===== src/rtl/spi_tx_feeder.sv =====
// SPI transmit feeder: buffers 16-bit words and presents them byte-wise, MSB first.
// Define SPI_TX_FEEDER_CHECKSUM_EN to append a mod-256 checksum byte after every FRAME_WORDS words.
module spi_tx_feeder #(
  parameter int          DEPTH       = 16,
  parameter int          FRAME_WORDS = 8,
  parameter logic [7:0]  IDLE_BYTE   = 8'h00
) (
  input  logic                       clk,
  input  logic                       rst_n,
  input  logic [15:0]                meas_data,
  input  logic                       meas_valid,
  output logic                       meas_ready,
  input  logic                       clear,
  output logic [7:0]                 tx_data,
  output logic                       tx_enable,
  input  logic                       byte_sent,
  output logic [$clog2(DEPTH):0]     fifo_level,
  output logic                       underflow
);
  localparam int AW = $clog2(DEPTH);
  localparam int LW = AW + 1;

  // Elaboration-time guard: an illegal configuration names a module that does not exist.
  if (DEPTH < 2 || (1 << AW) != DEPTH || FRAME_WORDS < 1) begin : g_bad_param
    spi_tx_feeder_bad_parameter u_bad ();
  end

`ifdef SPI_TX_FEEDER_CHECKSUM_EN
  typedef enum logic [1:0] {S_IDLE, S_HI, S_LO, S_CSUM} state_t;
  localparam int CW = (FRAME_WORDS > 1) ? $clog2(FRAME_WORDS) : 1;
  localparam logic [CW-1:0] CNT_LAST = CW'(FRAME_WORDS - 1);
  logic [CW-1:0] cnt_q;
  logic [7:0]    sum_q, sum_add;
  logic          frame_last;
  assign sum_add    = sum_q + tx_data_q;
  assign frame_last = (cnt_q == CNT_LAST);
`else
  typedef enum logic [1:0] {S_IDLE, S_HI, S_LO} state_t;
`endif

  logic [15:0]   mem_q [DEPTH];
  logic [AW-1:0] wr_ptr_q, rd_ptr_q;
  logic [LW-1:0] level_q, level_d;
  logic          ready_q;
  state_t        state_q;
  logic [7:0]    lo_q, tx_data_q;
  logic          tx_en_q, uf_q;
  logic          push, pop, not_empty;
  logic [15:0]   pop_word;

  assign not_empty = (level_q != '0);
  assign push      = meas_valid && ready_q && !clear;
  assign pop_word  = mem_q[rd_ptr_q];

  always_comb begin
    pop = 1'b0;
    if (!clear) begin
      case (state_q)
        S_IDLE: pop = not_empty;
`ifdef SPI_TX_FEEDER_CHECKSUM_EN
        S_LO:   pop = byte_sent && !frame_last && not_empty;
        S_CSUM: pop = byte_sent && not_empty;
`else
        S_LO:   pop = byte_sent && not_empty;
`endif
        default: pop = 1'b0;
      endcase
    end
  end

  assign level_d = level_q + LW'(push) - LW'(pop);

  always_ff @(posedge clk) begin
    if (push) mem_q[wr_ptr_q] <= meas_data;
  end

  always_ff @(posedge clk or negedge rst_n) begin
    if (!rst_n) begin
      wr_ptr_q <= '0;
      rd_ptr_q <= '0;
      level_q  <= '0;
      ready_q  <= 1'b1;
    end else if (clear) begin
      wr_ptr_q <= '0;
      rd_ptr_q <= '0;
      level_q  <= '0;
      ready_q  <= 1'b1;
    end else begin
      if (push) wr_ptr_q <= wr_ptr_q + 1'b1;
      if (pop)  rd_ptr_q <= rd_ptr_q + 1'b1;
      level_q <= level_d;
      // ready follows the post-edge level so a full FIFO refuses the very next word
      ready_q <= (level_d != LW'(DEPTH));
    end
  end

  always_ff @(posedge clk or negedge rst_n) begin
    if (!rst_n) begin
      state_q   <= S_IDLE;
      lo_q      <= '0;
      tx_data_q <= IDLE_BYTE;
      tx_en_q   <= 1'b0;
      uf_q      <= 1'b0;
`ifdef SPI_TX_FEEDER_CHECKSUM_EN
      cnt_q     <= '0;
      sum_q     <= '0;
`endif
    end else if (clear) begin
      state_q   <= S_IDLE;
      lo_q      <= '0;
      tx_data_q <= IDLE_BYTE;
      tx_en_q   <= 1'b0;
      uf_q      <= 1'b0;
`ifdef SPI_TX_FEEDER_CHECKSUM_EN
      cnt_q     <= '0;
      sum_q     <= '0;
`endif
    end else begin
      uf_q <= 1'b0;
      case (state_q)
        S_IDLE: begin
          uf_q <= byte_sent;
          if (pop) begin
            state_q   <= S_HI;
            tx_data_q <= pop_word[15:8];
            lo_q      <= pop_word[7:0];
            tx_en_q   <= 1'b1;
          end
        end
        S_HI: if (byte_sent) begin
          state_q   <= S_LO;
          tx_data_q <= lo_q;
`ifdef SPI_TX_FEEDER_CHECKSUM_EN
          sum_q     <= sum_add;
`endif
        end
        S_LO: if (byte_sent) begin
`ifdef SPI_TX_FEEDER_CHECKSUM_EN
          sum_q <= sum_add;
          cnt_q <= frame_last ? '0 : cnt_q + 1'b1;
          if (frame_last) begin
            state_q   <= S_CSUM;
            tx_data_q <= sum_add;
          end else
`endif
          if (pop) begin
            state_q   <= S_HI;
            tx_data_q <= pop_word[15:8];
            lo_q      <= pop_word[7:0];
          end else begin
            state_q   <= S_IDLE;
            tx_data_q <= IDLE_BYTE;
            tx_en_q   <= 1'b0;
          end
        end
`ifdef SPI_TX_FEEDER_CHECKSUM_EN
        S_CSUM: if (byte_sent) begin
          sum_q <= '0;
          cnt_q <= '0;
          if (pop) begin
            state_q   <= S_HI;
            tx_data_q <= pop_word[15:8];
            lo_q      <= pop_word[7:0];
          end else begin
            state_q   <= S_IDLE;
            tx_data_q <= IDLE_BYTE;
            tx_en_q   <= 1'b0;
          end
        end
`endif
        default: state_q <= S_IDLE;
      endcase
    end
  end

  assign meas_ready = ready_q;
  assign fifo_level = level_q;
  assign tx_data    = tx_data_q;
  assign tx_enable  = tx_en_q;
  assign underflow  = uf_q;

endmodule


===== config.mk =====
export PLATFORM = sky130hd
export DESIGN_NAME = spi_tx_feeder
export DESIGN_NICKNAME = d
export VERILOG_FILES = /design/src/rtl/spi_tx_feeder.sv
export SDC_FILE = /design/constraint.sdc
export NUM_CORES = 1
export LEC_CHECK = 0
export ABC_AREA = 1
export BUFFER_PORTS_ARGS = -buffer_cell sky130_fd_sc_hd__buf_2
export CELL_PAD_IN_SITES_DETAIL_PLACEMENT = 0
export CELL_PAD_IN_SITES_GLOBAL_PLACEMENT = 1
export CORE_MARGIN = 2
export CORE_UTILIZATION = 46
export DETAILED_ROUTE_END_ITERATION = 8
export PLACE_DENSITY_LB_ADDON = 0.12
export SLEW_MARGIN = 20
export SYNTH_ARGS = -nofsm -noshare
export SYNTH_HDL_FRONTEND = slang
export SYNTH_SLANG_ARGS = --single-unit

===== constraint.sdc =====
create_clock -name clk -period 2.5 [get_ports clk]
set_input_delay 0.5 -clock clk [delete_from_list [all_inputs] [get_ports clk]]
set_output_delay 0.5 -clock clk [all_outputs]
set_load 0.02 [all_outputs]

==> impl_metrics.tcl <==
set metrics [dict create \
    overflow 0 \
    cts_tree "yes" \
    synth_cell_types 30 \
    place.port_buffers 36 \
    drt_iter0_drc 510 \
    route.detailed.drc 0 \
    path_clk_slew_ns 0.07 \
    status "finished clean" \
    drv_cap 0 \
    initial_core_util_pct 46.5 \
    dieWidth_um 166 \
    max_slew_margin_pct 45.2 \
    via_per_inst 5.32 \
    yosys.area_share.simple_pct 19.9 \
    final_layout_size_suffix_gt1_share_pct 16.8 \
    netlist_instances 1037 \
    gp_congestion 0.759 \
    final_cell_mix "nand2_1 (291), edfxtp_1 (256), nand3_1 (167)" \
    max_freq_mhz 418 \
    ys_seq_elements 290 \
    critPathKind "flop to flop" \
    fillCellCount 2225 \
    cp_data_required_time_ns 2.97 \
    finalSetupViolations 0 \
    antenna_found_initial 0 \
    hp-class "input port to async pin" \
    rows 59 \
    p_per_area_nw_per_um2 1040 \
    firstDrtPassIters 4 \
    routed_wl_um 30800 \
    wl_met1_um 14000 \
    hold_violations 0 \
    core_area_sq_um 25900 \
    route.met3.wl_um 1540 \
    grt_pass1_wl_um 46800 \
    syn_area_sq_um 12100 \
    mostFrequentLayoutCell "nand2_1" \
    top_layer "met4" \
    clock_skew_ns 0.0260 \
    insertion_delay_ns 0.57 \
    min_period_over_period_pct 95.7 \
    antenna_cells 0 \
    synth_compound_area_share_pct 3.35 \
    clock_path_buffers 3 \
    synth_xor_xnor_area_share_pct 0.290 \
    muxShareOfSynthArea_pct 0 \
    power_leakage_nw 5.25 \
    cp-end-kind "flop" \
    pin_count 37 \
    clkSinkCount 290 \
    drv_slew 0 \
    cp.arrival_ns 2.86 \
    syn_area_per_cell_sq_um 11.6 \
    synth_top_family_by_area "simple AND/OR/NAND/NOR gates" \
    cts_hold_buf 0 \
    yosysWarnings 0 \
    place_ws_ns -0.0342 \
    vias 7824 \
    track_usage_pct 22.5 \
    die_area_sq_um 27500 \
    place_hpwl_um 17000 \
    wire_per_inst_um 21.0 \
    cts_buffers 31 \
    period_needed_ns 2.39 \
    dr_wl_met2_um 14600 \
    synthAdderAreaFrac_pct 1.83 \
    ant_nets 0 \
    area_growth_pct 15.7 \
    yosysSeqAreaShare_pct 70.8 \
    nets 1151 \
    grt_pass1_vias 7624 \
    vdd_drop_max_v 0.000690 \
    cts_max_level 1 \
    fin_ws_ns 0.108 \
    cp_max_fo 3 \
    syn-num-nets 1075 \
    place_inst 1408 \
    fin_cells 1470 \
    worst_pin_slew_ns 0.823 \
    die_y_um 166 \
    cts_root_buf "clkbuf_16" \
    grt_max_degree 139 \
    start_kind "flop" \
]
==> final cells by class <==
type	instances	area [sq um]	area share (%)
clock inverters	19	148	1.06
multi-input cells	657	3220	23.1
clock buffers	36	795	5.70
repair buffers	94	678	4.86
well taps	335	419	3.00
inverters	39	149	1.07
flip-flops and latches	290	8540	61.2
==> power by group <==
group	total, mW	internal [mW]	switching, mW	leakage [nW]
Combinational	4.44	1.48	2.95	2.05
Clock	4.29	2.46	1.83	0.458
Sequential	5.73	5.55	0.176	2.75
Total	14.5	9.49	4.96	5.25
==> critical path, stage by stage (launching register included) <==
cell,delay [ns]
dfrtp_1,0.43
inv_2,0.08
ha_4,0.16
inv_2,0.06
nand2_2,0.06
nand3_2,0.06
inv_2,0.05
ha_4,0.25
inv_2,0.04
ha_4,0.15
fa_2,0.36
nand2_2,0.08
nand2_2,0.05
a21oi_2,0.14
xor2_1,0.08
nor2_1,0.14
nand4_1,0.12
==> stage by stage <==
step           TNS [ns]  cell area, sq um  hold WS, ns  utilization, %  total power [mW]
6_report              0             14000       0.0440            53.8              14.5
3_3_place_gp          0             12900        0.457            49.7              9.97
5_1_grt         -0.0277             14000       0.0955            53.8              15.3
4_1_cts               0             13800       0.0471            53.3              14.3
3_5_place_dp    -0.0342             12900        0.463            49.7              10.0
2_1_floorplan     -4.23             12100        0.204               -              8.64
==> cell usage after synthesis, drive strengths merged <==
| cell | instances | share of area [%] |
|---|---|---|
| nand2 | 298 | 9.4 |
| edfxtp | 256 | 64 |
| nand3 | 169 | 7.0 |
| nor2 | 68 | 2.3 |
| o21ai | 59 | 2.4 |
| buf | 44 | 2.4 |
| inv | 38 | 1.2 |
| dfrtp | 33 | 6.8 |
| ha | 16 | 1.7 |
| nor3 | 13 | 0.54 |
| a21oi | 12 | 0.50 |
| nand4 | 10 | 0.52 |
| clkbuf | 7 | 0.22 |
| o211ai | 4 | 0.40 |
| xnor2 | 2 | 0.15 |
| xor2 | 2 | 0.15 |
| clkinv | 1 | 0.031 |
| dfstp | 1 | 0.22 |
| fa | 1 | 0.17 |
| nand3b | 1 | 0.062 |
| nor4 | 1 | 0.052 |
| or2 | 1 | 0.052 |
==> what timing repair did <==
item                                    in CTS  in global routing
gates cloned                                 0                  0
buffers inserted                             0                  7
pin swaps                                    0                  8
endpoints found under the setup margin       2                  3
resized for setup                            2                 21
==> registers in the layout (all words and copies together), names as in the netlist, 2 cells and up <==
signal      cells
fifo_level      5
lo_q            8
mem_q         256
rd_ptr_q        4
state_q         2
tx_data         8
wr_ptr_q        4
==> cells by family (layout without fill, tap and decap cells) <==
kind of cell,count (synthesis),after routing
AND/OR/NAND/NOR,561,561
flip-flops,290,290
buffers and inverters,90,188
AO/OA/AOI/OAI,75,75
adder cells (fa/ha/maj),17,17
XOR/XNOR,4,4
==> layer usage <==
layer,track usage [%],vias to the layer above
li1,-,3774
met1,31.7,3830
met2,37.2,179
met3,3.00,41
met4,5.63,0
met5,0,-
==> path summary, 6_finish.rpt <==
path	start	to	slack, ns	cells past startpoint
max	state_q[1]	meas_ready	0.11	16
min	rst_n	tx_data[0]	0.04	1
max reg2reg	state_q[1]	meas_ready	0.11	16
min reg2reg	tx_data[5]	tx_data[5]	0.47	2
max in group asynchronous	rst_n	rd_ptr_q[0]	1.85	1
min in group clk	byte_sent	underflow	0.19	3
(Power assumes the default switching activity.)
